`config.mk`:
```
export PLATFORM = sky130hd
export DESIGN_NAME = pixie_fb_arbiter
export DESIGN_NICKNAME = d
export VERILOG_FILES = /design/src/rtl/pixie_fb_arbiter.sv
export SDC_FILE = /design/constraint.sdc
export NUM_CORES = 1
export LEC_CHECK = 0
export ABC_AREA = 1
export CAP_MARGIN = 20
export CORE_MARGIN = 3
export CORE_UTILIZATION = 33
export DETAILED_ROUTE_END_ITERATION = 6
export PLACE_DENSITY = 0.8
export SETUP_SLACK_MARGIN = 0.4
export SLEW_MARGIN = 20
export SYNTH_ARGS = -nofsm -noshare
export SYNTH_HDL_FRONTEND = slang
export SYNTH_SLANG_ARGS = --single-unit
```
`constraint.sdc`:
```
create_clock -name clk -period 1.23 [get_ports clk]
set_clock_uncertainty 0.1 [all_clocks]
set_input_delay 0.1845 -clock clk [delete_from_list [all_inputs] [get_ports clk]]
set_output_delay 0.1845 -clock clk [all_outputs]
set_load 0.02 [all_outputs]
```
`src/rtl/pixie_fb_arbiter.sv`:
```
// pixie_fb_arbiter
// Shares the single-port 1 KB Pixie framebuffer RAM between the display back end
// (fixed-timing reads, absolute priority) and the CPU/DMA side (req/ack, read/write).
// The RAM has a one-cycle registered read, so each granted access is tagged and the
// tag is carried one cycle to decide who owns ram_rdata when it comes back.
module pixie_fb_arbiter #(
    parameter logic [3:0] MAX_WAIT = 4'd3
) (
    input  logic       clk,
    input  logic       reset,
    // display back end
    input  logic       disp_rd_en,
    input  logic [9:0] disp_addr,
    output logic [7:0] disp_data,
    // CPU / DMA side
    input  logic       cpu_req,
    input  logic       cpu_we,
    input  logic [9:0] cpu_addr,
    input  logic [7:0] cpu_wdata,
    output logic       cpu_ack,
    output logic [7:0] cpu_rdata,
    // framebuffer RAM
    output logic       ram_en,
    output logic       ram_we,
    output logic [9:0] ram_addr,
    output logic [7:0] ram_wdata,
    input  logic [7:0] ram_rdata,
    // status
    output logic       wait_overrun
);

    typedef enum logic [1:0] {
        TAG_NONE = 2'd0,
        TAG_DISP = 2'd1,
        TAG_CPU  = 2'd2
    } tag_t;

    // Owner of ram_rdata in the current cycle (the access granted last cycle)
    tag_t       tag_d, tag_q;
    // Whether the CPU access in flight is a write (no read data to capture)
    logic       owner_we_d, owner_we_q;
    // CPU transaction outstanding: set on grant, cleared the cycle after ack
    logic       busy_d, busy_q;
    logic       cpu_ack_d, cpu_ack_q;
    logic [7:0] cpu_rdata_d, cpu_rdata_q;
    // Last display fetch, shown between fetches
    logic [7:0] disp_hold_d, disp_hold_q;
    logic [3:0] wait_cnt_d, wait_cnt_q;
    logic       wait_overrun_d, wait_overrun_q;

    logic       cpu_grant;
    logic       ram_en_c;
    logic       ram_we_c;
    logic [9:0] ram_addr_c;
    logic [7:0] ram_wdata_c;

    // Grant: display always wins; CPU only when no transaction of its own is in flight
    always_comb begin
        tag_d       = TAG_NONE;
        cpu_grant   = 1'b0;
        ram_en_c    = 1'b0;
        ram_we_c    = 1'b0;
        ram_addr_c  = cpu_addr;
        ram_wdata_c = cpu_wdata;
        if (disp_rd_en) begin
            tag_d      = TAG_DISP;
            ram_en_c   = 1'b1;
            ram_addr_c = disp_addr;
        end else if (cpu_req && !busy_q) begin
            tag_d      = TAG_CPU;
            cpu_grant  = 1'b1;
            ram_en_c   = 1'b1;
            ram_we_c   = cpu_we;
        end
        // Keep the RAM quiet while the arbiter is being reset
        if (reset) begin
            ram_en_c = 1'b0;
            ram_we_c = 1'b0;
        end
    end

    // Next-state for the return path, CPU handshake and wait monitor
    always_comb begin
        owner_we_d     = cpu_grant & cpu_we;
        disp_hold_d    = disp_hold_q;
        cpu_rdata_d    = cpu_rdata_q;
        cpu_ack_d      = 1'b0;
        busy_d         = busy_q;
        wait_cnt_d     = wait_cnt_q;
        wait_overrun_d = wait_overrun_q;

        if (tag_q == TAG_DISP) begin
            disp_hold_d = ram_rdata;
        end

        if (tag_q == TAG_CPU) begin
            cpu_ack_d = 1'b1;
            if (!owner_we_q) begin
                cpu_rdata_d = ram_rdata;
            end
        end

        // busy stays high through the ack cycle, which blocks a grant there
        if (cpu_grant) begin
            busy_d = 1'b1;
        end else if (cpu_ack_q) begin
            busy_d = 1'b0;
        end

        if (cpu_grant) begin
            wait_cnt_d = 4'd0;
        end else if (cpu_req && !busy_q && (wait_cnt_q != 4'hF)) begin
            wait_cnt_d = wait_cnt_q + 4'd1;
        end

        if (wait_cnt_q > MAX_WAIT) begin
            wait_overrun_d = 1'b1;
        end
    end

    // State registers; reset drops any in-flight tag so no stale ack is issued
    always_ff @(posedge clk) begin
        if (reset) begin
            tag_q          <= TAG_NONE;
            owner_we_q     <= 1'b0;
            busy_q         <= 1'b0;
            cpu_ack_q      <= 1'b0;
            cpu_rdata_q    <= 8'h00;
            disp_hold_q    <= 8'h00;
            wait_cnt_q     <= 4'd0;
            wait_overrun_q <= 1'b0;
        end else begin
            tag_q          <= tag_d;
            owner_we_q     <= owner_we_d;
            busy_q         <= busy_d;
            cpu_ack_q      <= cpu_ack_d;
            cpu_rdata_q    <= cpu_rdata_d;
            disp_hold_q    <= disp_hold_d;
            wait_cnt_q     <= wait_cnt_d;
            wait_overrun_q <= wait_overrun_d;
        end
    end

    // Display data is passed straight through in the return cycle so it is valid
    // exactly one cycle after the strobe; otherwise the held copy is shown.
    assign disp_data    = (tag_q == TAG_DISP) ? ram_rdata : disp_hold_q;
    assign cpu_ack      = cpu_ack_q;
    assign cpu_rdata    = cpu_rdata_q;
    assign wait_overrun = wait_overrun_q;
    assign ram_en       = ram_en_c;
    assign ram_we       = ram_we_c;
    assign ram_addr     = ram_addr_c;
    assign ram_wdata    = ram_wdata_c;

endmodule

```
# Yosys cells after proc, flatten, opt, wreduce, memory -nomap -nowiden
# Index checks and enable logic that the tools add are counted.
# totals
reg_bits	26
latchBits	0
ramBits	0
rom_bits	0
input_bits	41
out_inout_bits	38
word_cells	37
mem_count	0
# op_classes
add_sub_neg	1
multipliers	0
n_div	0
order_cmp	1
n_eq_ne	3
n_shift	0
muxes	14
bitwise_logic	2
reduce_logical	7
# ops
cell	count
$mux 1	11
$mux 10	1
$mux 8	1
$add 4x1->4 const B	1
$gt 4x2->1 const B	1
$ne 4x4->1 const B	1
$reduce_or 2->1	2
$eq 2x1->1 const B	1
$eq 2x2->1 const B	1
$logic_and 1x1->1	2
$mux 2	1
$reduce_and 2->1	1
$reduce_bool 2->1	1
$and 1x1->1	1
$logic_not 1->1	1
$not 1->1	1

# Logic depth before layout (Yosys ltp)
# depth
ltp_word	5
mapped_depth	6
mapped_depth_nobuf	6

# Worst setup path after synthesis
# OpenSTA, ideal clock, no wires.
# synth_timing
path_kind	register -> output
start	reg busy_q
end	out ram_we
t_arrival_ns	1.076
t_required_ns	0.946
slack_ns	-0.130
stages_incl_launch_ff	4
n_path_buf	0
path_cell_list	dfxtp_1 nor2_2 nand2_1 nor3b_1
# synth_between
elab_chain_len	5
# synth_rtl
element	line	source
from (decl)	43	logic busy_d, busy_q;
from (signal assigned)	135	busy_q <= busy_d;
$logic_not 1->1	69	end else if (cpu_req && !busy_q) begin
$logic_and 1x1->1	69	
$mux 1	69	
$mux 1	65	if (disp_rd_en) begin
$mux 1	76	if (reset) begin
to (decl)	24	output logic ram_we,
# Every way passes these cells.

# Worst setup path in the final report
# layout_timing
start	reg tag_q[1]
end	out disp_data[7]
# layout_between
elab_chain_len	2
# layout_rtl
element	line	source
from (decl)	39	tag_t tag_d, tag_q;
from (signal assigned)	133	tag_q <= tag_d;
$eq 2x1->1	146	assign disp_data = (tag_q == TAG_DISP) ? ram_rdata : disp_hold_q;
$mux 8	-	
to (decl)	14	output logic [7:0] disp_data,
# Every way passes these cells.

==> impl_metrics.csv <==
group,metric,value,unit
outcome,status,"complete, but fails checks",
outcome,violations,"setup timing",
cts,root_buffer,"clkbuf_8",
sta,fmax,649,MHz
critical_path,crit_start,"tag_q[1]",
critical_path,worstSetupPathDepth,6,
detailed_routing,viasPerCell,4.60,
sta,worst_slack,-312,ps
place,portBuffers,62,
critical_path,r2r_slack,-270,ps
synth,netlist_instances,180,
critical_path,crit_slowest_cell,"dfxtp_2",
synth,synthesis.nets,222,
critical_path,crit_chain,"clkinv_4, nand2_8, buf_6, o21ai_4, inv_2, buf_6",
critical_path,crit_path_end_kind,"output port",
critical_path,r2r_cells,10,
critical_path,arrival,1260,ps
worst_hold_path,whs_path_depth,5,
cts,cts.clk_slew.worst_paths,90,ps
pwr,sw_frac_of_total,0.297,
pwr,seqPwrFrac,0.378,
critical_path,worst-path-buf-inv,4,
die,row_count,21,
sta,min_period,1540,ps
layout,mostFrequentLayoutCells,"41 x buf_6, 26 x buf_4, 23 x nand2_1",
detailed_routing,drtIter0Drc,105,
detailed_routing,wirelength,4.48,mm
sta,worst_pin_slew,220,ps
worst_hold_path,hp-class,"input pin to flip-flop",
cts,max-clock-path-buffers,2,
place,dpl-instance-area,0.00220,mm2
pwr,p_switching,715,uW
layout,area_growth,124,%
critical_path,critPathMaxFanout,8,
die,dieArea,0.00459,mm2
sta,finalHoldViolations,0,
cts,cts_num_sinks,26,
synth,synth_cell_types,21,
place,dp_hpwl,2.53,mm
sta,setup_viol,21,
global_route,grt_pass1_wl,6.61,mm
synth,synth.top_cell.area_share,0.414,
critical_path,required,950,ps
run,maxCapViolations,0,
critical_path,regToRegEndpoint,"disp_hold_q[5]",
critical_path,worst-setup-path-type,"flip-flop to output port",
cts,insertion_delay,270,ps
critical_path,rr_startpoint,"tag_q[1]",
sta,fin_crit_sh,1.25,
cts,cts_max_level,1,
layout,final_util,0.808,
layout,diodes,0,
detailed_routing,detail_route.drc_violations,0,
sta,rsz0062_at_grt,"true",
critical_path,startpoint_type,"flip-flop",
global_route,grt_max_degree,18,
synth,ys_seq_area_frac,0.414,
cts,cts_hold_buf,0,
sta,slew_violations,0,
layout,drive_gt1_frac,0.645,
layout,fillers,220,
layout,finish.net_count,325,
synth,syn_area_per_cell,6.99,um2
detailed_routing,drtAntennaViolNets,0,
pwr,combPwrFrac,0.359,
pwr,p_leak,0.00131,uW
layout,mostFrequentLayoutCell,"buf_6",
synth,synth.area.top_cells,"dfxtp_1 41%, nand2_1 17%, inv_1 6.9%",
die,die_width,67.8,um
synth,yosysTopAreaCell,"dfxtp_1",
global_route,grt_pass1_vias,1424,
synth,synth_area,0.00126,mm2
sta,slew-limit-headroom,0.853,
cts,numCtsBuffers,3,
pwr,intPower,1690,uW
critical_path,crit_path_frequent_cell,"buf_6",
die,ios,79,
die,core,0.00349,mm2
critical_path,slowest_delay,350,ps
place,place_congestion,0.710,
pwr,clkPwrFrac,0.263,
detailed_routing,vias,1508,
die,die_h,67.8,um
place,dp_cells,299,
global_route,track_usage,0.187,
detailed_routing,wire_per_inst,13.7,um
critical_path,endpoint,"disp_data[7]",
cts,cts_tree,"built",
die,start_util,0.360,
synth,yosysWarnings,0,
global_route,antenna_found_initial,0,
global_route,overflow,0,
pwr,power_density,851,mW/mm2
critical_path,crit_family,"buffers and inverters",
layout,fin_area,0.00282,mm2
synth,synth-seq-cells,26,
pwr,ir_drop,0.738,mV
detailed_routing,first_pass_iters,4,
sta,whs,220,ps
layout,fin_cells,328,
## final cells by class
class                      instances  area [um2]  area share
multi-input combinational        117         927       0.328
sequential                        26         544       0.193
tap                               46        57.6      0.0204
clock buffer                       4        66.3      0.0235
timing repair buffer             110        1120       0.396
inverter                          25         111      0.0394
## logic make-up after synthesis
group,Yosys count,share of synthesized area
buf+inv,39,0.148
simple gates,91,0.310
flops,26,0.414
fa+ha+maj,1,0.00994
compound gates,22,0.111
xor+xnor,1,0.00696
## flip-flops by register name, indices dropped and copies added (netlist names)
| signal | flops |
|---|---|
| cpu_ack | 1 |
| tag_q | 2 |
| cpu_rdata | 8 |
| wait_cnt_q | 4 |
| busy_q | 1 |
| disp_hold_q | 8 |
| wait_overrun | 1 |
| owner_we_q | 1 |
## cell usage after synthesis
cell type / n
nand2_1: 58
clkinv_1: 1
buf_2: 2
nor3_1: 1
buf_6: 1
clkbuf_1: 3
nor2_4: 1
nor3b_1: 2
xor2_1: 1
inv_2: 1
nand4_1: 1
nand3_1: 10
inv_1: 23
dfxtp_1: 26
nand2_2: 4
nor2_1: 11
a21oi_1: 14
buf_4: 8
nor2_2: 3
ha_1: 1
o21ai_2: 8
## power by group through the flow
| stage | Clock, uW | Sequential [uW] | Combinational (uW) |
|---|---|---|---|
| floorplan | 0 | 927 | 349 |
| global placement | 0 | 917 | 644 |
| detailed placement | 0 | 919 | 652 |
| CTS | 636 | 907 | 767 |
| global route | 672 | 912 | 926 |
| finish | 632 | 908 | 863 |
## stage by stage
| step | TNS [ps] | total power (uW) | setup slack (ps) |
|---|---|---|---|
| 2_1_floorplan | 0 | 1280 | 128 |
| 3_3_place_gp | -14500 | 1560 | -775 |
| 3_5_place_dp | -14580 | 1570 | -773 |
| 4_1_cts | -2620 | 2310 | -300 |
| 5_1_grt | -4730 | 2510 | -358 |
| 6_report | -3380 | 2400 | -312 |
## tightest hold or removal path: cells and delay by family
family / cells / cell delay (ps)
buffers and inverters: 4 / 350
and+or+nand+nor: 1 / 30
## repair_timing
action                     4_1_cts  5_1_grt
pin swaps                       37       30
buffers inserted                12       10
resized for setup              254       40
gates cloned                     3        0
setup endpoints to repair       56       55
## how the worst min path moves through the flow
stage	start	endpoint	slack [ps]
after floorplan	ram_rdata[4]	disp_hold_q[4]	230
after global placement	cpu_wdata[0]	ram_wdata[0]	270
after detailed placement	cpu_wdata[0]	ram_wdata[0]	270
after CTS	disp_rd_en	tag_q[0]	240
after global routing	disp_rd_en	tag_q[0]	230
final	disp_rd_en	tag_q[0]	220
## per-layer routing
layer  routed length, um  track usage  vias to the layer above
met1                1670        0.226                      698
met2                2520        0.344                       48
li1                    -            -                      754
met4                  64       0.0304                        0
met3                 231       0.0349                        8
met5                   0            0                        -
(Power assumes the default switching activity.)
